[config.mk]
export PLATFORM = sky130hd
export DESIGN_NAME = imem_boot_loader
export DESIGN_NICKNAME = d
export VERILOG_FILES = /design/src/rtl/imem_boot_loader.sv
export SDC_FILE = /design/constraint.sdc
export NUM_CORES = 1
export LEC_CHECK = 0
export CORE_ASPECT_RATIO = 0.8
export CORE_MARGIN = 5
export CORE_UTILIZATION = 50
export DETAILED_ROUTE_END_ITERATION = 12
export PLACE_DENSITY = 0.76
export SYNTH_ARGS = -nofsm -noshare
export SYNTH_HDL_FRONTEND = slang
export SYNTH_SLANG_ARGS = --single-unit
[constraint.sdc]
create_clock -name clk -period 3.4 [get_ports clk]
set_input_delay 0.34 -clock clk [delete_from_list [all_inputs] [get_ports clk]]
set_output_delay 0.34 -clock clk [all_outputs]
set_load 0.005 [all_outputs]
[src/rtl/imem_boot_loader.sv]
// Boot loader for the instruction memory byte write port: takes a length-prefixed
// byte stream, writes it into memory and releases the core. Define IMEM_LOAD_CHECKSUM_EN for a trailing XOR checksum byte.
module imem_boot_loader #(
  parameter int unsigned INSTR_SIZE = 145722,
  parameter logic [31:0] BASE_ADDR  = 32'h0
) (
  input  logic        clk,
  input  logic        rst,
  input  logic        start,
  input  logic        rx_valid,
  input  logic [7:0]  rx_data,
  output logic        rx_ready,
  input  logic        ebreak_E,
  output logic        instrWrEn,
  output logic [31:0] InstrWrAdd,
  output logic [7:0]  InstrWrData,
  output logic        core_rst,
  output logic        PC_ce,
  output logic        Instr_ce,
  output logic        busy,
  output logic        done,
  output logic        err
);

  typedef enum logic [2:0] {
    S_IDLE,
    S_LEN,
    S_LOAD,
    S_RUN,
    S_HALT,
    S_ERR
  } state_t;

  localparam logic [31:0] MAX_LEN = 32'(INSTR_SIZE);

  state_t      state;
  state_t      state_next;
  logic [31:0] len_reg;
  logic [31:0] count;
  logic [31:0] len_shift;
  logic        accept;
  logic        payload_done;
`ifdef IMEM_LOAD_CHECKSUM_EN
  logic [7:0]  csum;
`endif

  assign accept       = rx_valid && rx_ready;
  // Header is little-endian: shifting in from the top leaves byte 0 in bits 7:0.
  assign len_shift    = {rx_data, len_reg[31:8]};
  assign payload_done = (count == len_reg);

  always_ff @(posedge clk) begin
    if (rst) begin
      state <= S_IDLE;
    end else begin
      state <= state_next;
    end
  end

  always_comb begin
    state_next = state;
    core_rst   = 1'b1;
    PC_ce      = 1'b0;
    Instr_ce   = 1'b0;
    rx_ready   = 1'b0;
    busy       = 1'b0;
    done       = 1'b0;
    err        = 1'b0;
    case (state)
      S_IDLE: begin
        if (start) state_next = S_LEN;
      end
      S_LEN: begin
        busy     = 1'b1;
        rx_ready = 1'b1;
        if (accept && (count[1:0] == 2'd3)) begin
          if ((len_shift == 32'd0) || (len_shift > MAX_LEN)) state_next = S_ERR;
          else                                                 state_next = S_LOAD;
        end
      end
      S_LOAD: begin
        busy = 1'b1;
`ifdef IMEM_LOAD_CHECKSUM_EN
        // Once the payload is in, the one extra byte accepted here is the checksum.
        rx_ready = 1'b1;
        if (accept && payload_done) begin
          if (rx_data == csum) state_next = S_RUN;
          else                 state_next = S_ERR;
        end
`else
        rx_ready = !payload_done;
        if (payload_done) state_next = S_RUN;
`endif
      end
      S_RUN: begin
        core_rst = 1'b0;
        PC_ce    = 1'b1;
        Instr_ce = 1'b1;
        done     = 1'b1;
        if (start)         state_next = S_LEN;
        else if (ebreak_E) state_next = S_HALT;
      end
      S_HALT: begin
        core_rst = 1'b0;
        done     = 1'b1;
        if (start) state_next = S_LEN;
      end
      S_ERR: begin
        err = 1'b1;
        if (start) state_next = S_LEN;
      end
      default: state_next = S_IDLE;
    endcase
  end

  // Write port is registered, giving each accepted payload byte a strobe exactly one cycle later.
  always_ff @(posedge clk) begin
    if (rst) begin
      len_reg     <= 32'd0;
      count       <= 32'd0;
      instrWrEn   <= 1'b0;
      InstrWrAdd  <= BASE_ADDR;
      InstrWrData <= 8'd0;
`ifdef IMEM_LOAD_CHECKSUM_EN
      csum        <= 8'd0;
`endif
    end else begin
      instrWrEn <= 1'b0;
      case (state)
        S_LEN: begin
          if (accept) begin
            len_reg <= len_shift;
            if (count[1:0] == 2'd3) count <= 32'd0;
            else                    count <= count + 32'd1;
          end
        end
        S_LOAD: begin
          if (accept && !payload_done) begin
            instrWrEn   <= 1'b1;
            InstrWrData <= rx_data;
            InstrWrAdd  <= BASE_ADDR + count;
            count       <= count + 32'd1;
`ifdef IMEM_LOAD_CHECKSUM_EN
            csum        <= csum ^ rx_data;
`endif
          end
        end
        S_IDLE, S_RUN, S_HALT, S_ERR: begin
          if (start) begin
            len_reg <= 32'd0;
            count   <= 32'd0;
`ifdef IMEM_LOAD_CHECKSUM_EN
            csum    <= 8'd0;
`endif
          end
        end
        default: ;
      endcase
    end
  end

endmodule

After elaboration in Yosys (flattened, before gate mapping)
Cells that the tools add are included.

storage, ports and cells
  bits in registers = 108
  input port bits = 13
  logic and storage cells = 62

cells by class
  add/sub/neg operators = 1
  magnitude comparators = 1
  eq/ne operators = 14
  muxes and demuxes = 21
  bitwise logic cells = 1
  reduce and logical (&&, ||, !) cells = 18

operators by type and width
  operator               count
  $mux 32                5
  $pmux 32 s3            1
  $pmux 32 s2            1
  $add 32x1->32 const B  1
  $eq 32x32->1           1
  $gt 32x18->1 const B   1
  $logic_not 32->1       1
  $mux 3                 6
  $pmux 3 s4             1
  $ne 2x2->1 const B     5
  $reduce_and 4->1       2
  $eq 3x2->1 const B     2
  $eq 3x3->1 const B     2
  $mux 1                 6
  $reduce_or 2->1        3
  $reduce_or 4->1        1
  $eq 3x1->1 const B     1
  $logic_and 1x1->1      3
  $logic_not 3->1        1
  $ne 3x3->1 const B     1
  $reduce_and 3->1       1
  $reduce_bool 3->1      1
  $reduce_or 3->1        1
  $eq 2x2->1 const B     1
  7 further kinds        7

Logic depth before layout (Yosys ltp)
  depth in word-level cells = 7
  depth in mapped cells = 10
  depth with buffers taken out = 8

Worst setup path before layout
Ideal clock, no wire load.

  path type = flip-flop to flip-flop
  from = reg count[0]
  to = reg count[30]
  library setup time = 121 ps
  arrival time = 2,221 ps
  data required time = 3,279 ps
  path slack = 1,059 ps
  cell stages (with the launch flop) = 8
  buffers on the path = 0
  period minus slack after synthesis = 2,341 ps
  path through = dfxtp_1 ha_1 nand2_1 or3_1 or3_1 a211oi_4 nand4_1 mux2_2

between the ends
  longest elaborated chain between the ends = 7
  elaborated cells on any way between the ends = 14
  those cells by class = add/sub (1); eq/ne (4); mux (5); reduce/logical (4)

ends and longest elaborated chain
  element                                                                line  text
  from (decl)                                                            39    logic [31:0] count;
  from (signal assigned)                                                 134   else count <= count + 32'd1;
  from (signal assigned)                                                 142   count <= count + 32'd1;
  parallel branches: the longest is 7 deep, another holds $add 32x1->32  n/a

Several ways; the timed one is not identified. The select of a mux whose other input is x is not followed.
A chain may end at the register's enable or synchronous reset.

Worst setup path in the final report
  from = reg count[8]
  to = out rx_ready

between the ends
  longest elaborated chain between the ends = 3

ends and longest elaborated chain
  element          line  text
  $eq 32x32->1     50    assign payload_done = (count == len_reg);
  $logic_not 1->1  91    rx_ready = !payload_done;
  $pmux 1 s2       69    case (state)
  to (decl)        12    output logic rx_ready,

No other way between the ends.

==> flow_summary.yaml <==
timing:
  setup_viol: 0
  rsz0062_at_grt: "false"
  clock.fmax_ghz: 0.3584
  worst_pin_slew_ns: 0.7304
  period_needed_ns: 2.790
  maxSlewViolCount: 0
  setup_tns_ns: 0
  slew_headroom_pct: 51.31
  fin_crit_sh_pct: 82.07
  clock_skew_ns: 0.009132
  hold_viol_final: 0
cells_and_area:
  fillCellCount: 888
  final_cell_mix: "108 x dfxtp_1, 84 x nor2_1, 63 x a21oi_1"
  nets: 670
  diodes: 0
  final_common_cell: "dfxtp_1"
  design_area_um2: 6093
  drive_gt1_share_pct: 6.818
  syn_to_final_growth_pct: 18.93
power:
  p_comb_share_pct: 6.1
  leakagePower_nw: 2.324
  clkPwrFrac_pct: 45.6
  intPower_mw: 2.060
  ir_drop_mv: 0.3999
  power.switching_mw: 0.5894
  power_density_nw_per_um2: 434.7
  seqPwrFrac_pct: 48.4
  switching_share_pct: 22.25
synthesis:
  synth_edf_count: 0
  yosys_register_bits: 108
  netlist_instances: 618
  synth_flop_cell: "dfxtp_1"
  async_flop_share_pct: 0
  syn_avg_cell_area_um2: 8.291
  yosysSeqAreaShare_pct: 42.20
  netlist_area_um2: 5124
  synth_fp_nets: 633
  ys_types: 58
  yosysWarningCount: 0
cts:
  path_clk_slew_ns: 0.07
  clkLatencyLatePin_ns: 0.35
  cts_resized: 0
  cts_tree: "yes"
  clockBufferDepth: 2
  clockRootBuffer: "clkbuf_16"
  numClockSinks: 108
  post-cts-setup-buffers: 0
  cts_buffers: 9
  h-tree-depth: 3
  cts-hold-fix-buffers: 0
route:
  routed_via_density: 5.761
  final_antenna_net_count: 0
  route.vias.total: 4609
  drtPass1Iterations: 5
  drc_errors: 0
  first_iter_violations: 506
  routedWlPerCell_um: 16.32
  wl_mm: 13.05
min_path:
  hold_class: "primary input to flip-flop"
die:
  fp.dieW_um: 123.2
  dieArea_um2: 12380
  row_count: 33
  die_y_um: 100.5
  core-area_um2: 10120
  io_pins: 61
  initial_core_util_pct: 50.65
critical_path:
  cp.arrival_ns: 2.45
  cp.required_ns: 3.06
  cp-end-kind: "primary output"
  criticalPathCategory: "flip-flop to primary output"
  startpoint_type: "flip-flop"
  crit_fanout: 10
run:
  drv_cap: 0
grt:
  grt_pass1_wl_mm: 21.80
  overflow: 0
  grt_usage_pct: 21.77
  grt_max_degree: 69
  antenna_found_initial: 0
  grt_pass1_vias: 4431
placed_design:
  place_area_um2: 5746
  portBuffers: 60
  place_congestion: 0.9248
  dpl.hpwl_mm: 9.130
run_status:
  status: "finished clean"
==> per-layer routing <==
metal,GRT usage [%],wire length [µm],up-vias
met2,33.63,5933,208
li1,-,-,2230
met5,0,0,-
met3,5.387,1001,32
met1,29.68,5789,2139
met4,7.660,328,0
==> path summary, 6_finish.rpt <==
kind                                         startpoint  cells after the start                          to  slack, ns
worst max-delay path              count[8]$_SDFFE_PP0P_                      6                    rx_ready       0.61
worst min-delay path                                rst                      2  InstrWrAdd[4]$_SDFFE_PP0P_       0.44
worst max register to register    count[0]$_SDFFE_PP0P_                      7      count[30]$_SDFFE_PP0P_       0.69
worst min register to register  len_reg[7]$_SDFFE_PP0P_                      2     len_reg[7]$_SDFFE_PP0P_       0.48
==> through the flow <==
stage	setup WS, ns	hold WS, ns	std cells	total power, mW	util [%]
final	0.6097	0.4362	800	2.649	60.24
after global placement	0.8164	0.4552	784	1.465	56.80
after detailed placement	0.7456	0.4626	784	1.468	56.80
after global routing	0.4325	0.4620	800	2.735	60.24
after CTS	0.5630	0.4319	800	2.665	60.24
after floorplan	1.059	0.4434	618	1.413	-
==> Yosys cell counts, types with 2 or more instances <==
| master | number | area share (%) |
|---|---|---|
| dfxtp_1 | 108 | 42 |
| buf_1 | 3 | 0.22 |
| or3_2 | 2 | 0.29 |
| nor4_1 | 13 | 1.6 |
| o2111ai_1 | 2 | 0.34 |
| nor3_1 | 6 | 0.59 |
| or4_4 | 2 | 0.44 |
| nand2b_1 | 2 | 0.24 |
| xor2_1 | 33 | 5.6 |
| buf_2 | 12 | 1.2 |
| a311oi_1 | 4 | 0.68 |
| xnor2_1 | 10 | 1.7 |
| a31oi_1 | 3 | 0.37 |
| ha_1 | 2 | 0.49 |
| a2111oi_2 | 2 | 0.59 |
| buf_4 | 3 | 0.44 |
| o21ai_0 | 12 | 1.2 |
| a41oi_1 | 3 | 0.51 |
| a31o_2 | 5 | 0.85 |
| nor2_1 | 85 | 6.2 |
| and3_1 | 6 | 0.73 |
| clkbuf_8 | 2 | 0.54 |
| nand4_1 | 10 | 1.2 |
| nand3_1 | 48 | 4.7 |
| a21oi_1 | 63 | 6.2 |
| or4_1 | 4 | 0.59 |
| mux2i_1 | 30 | 5.9 |
| inv_1 | 21 | 1.5 |
| a211oi_4 | 2 | 0.78 |
| or3_1 | 4 | 0.49 |
| clkbuf_1 | 21 | 1.5 |
| nand2_1 | 61 | 4.5 |
| a211oi_1 | 9 | 1.3 |
==> kinds of logic (layout without fill, tap and decap cells) <==
| family | after synthesis | count (layout) | synth area share, % |
|---|---|---|---|
| and+or+nand+nor | 246 | 246 | 21.98 |
| adders and majority gates | 2 | 2 | 0.4883 |
| DFF | 108 | 108 | 42.20 |
| muxes | 31 | 31 | 6.081 |
| AOI/OAI and AO/OA | 123 | 123 | 15.95 |
| xor gates and xnor gates | 43 | 43 | 7.350 |
| buffers and inverters | 65 | 107 | 5.959 |
==> critical path: stages, from the launching register on <==
cell and delay [ns]:
dfxtp_1 0.54, xor2_1 0.12, nor4_1 0.30, nand4_1 0.27, o21ai_0 0.32, nand2_1 0.10, clkdlybuf4s50_1 0.45
==> power by group through the flow <==
stage / logic [mW] / registers [mW] / clock network [mW]
global route: 0.178 / 1.28 / 1.28
detailed placement: 0.158 / 1.31 / 0
floorplan: 0.106 / 1.31 / 0
global placement: 0.155 / 1.31 / 0
finish: 0.161 / 1.28 / 1.21
CTS: 0.159 / 1.28 / 1.23
==> layout make-up <==
cell class | instances | area (µm²) | area share (%)
Clock inverter | 6 | 108.9 | 1.786
Sequential cell | 108 | 2162 | 35.48
Inverter | 21 | 78.83 | 1.294
Tap cell | 140 | 175.2 | 2.875
Multi-Input combinational cell | 445 | 2659 | 43.63
Timing Repair Buffer | 70 | 670.6 | 11.01
Clock buffer | 10 | 239.0 | 3.922
(Power assumes the default switching activity.)
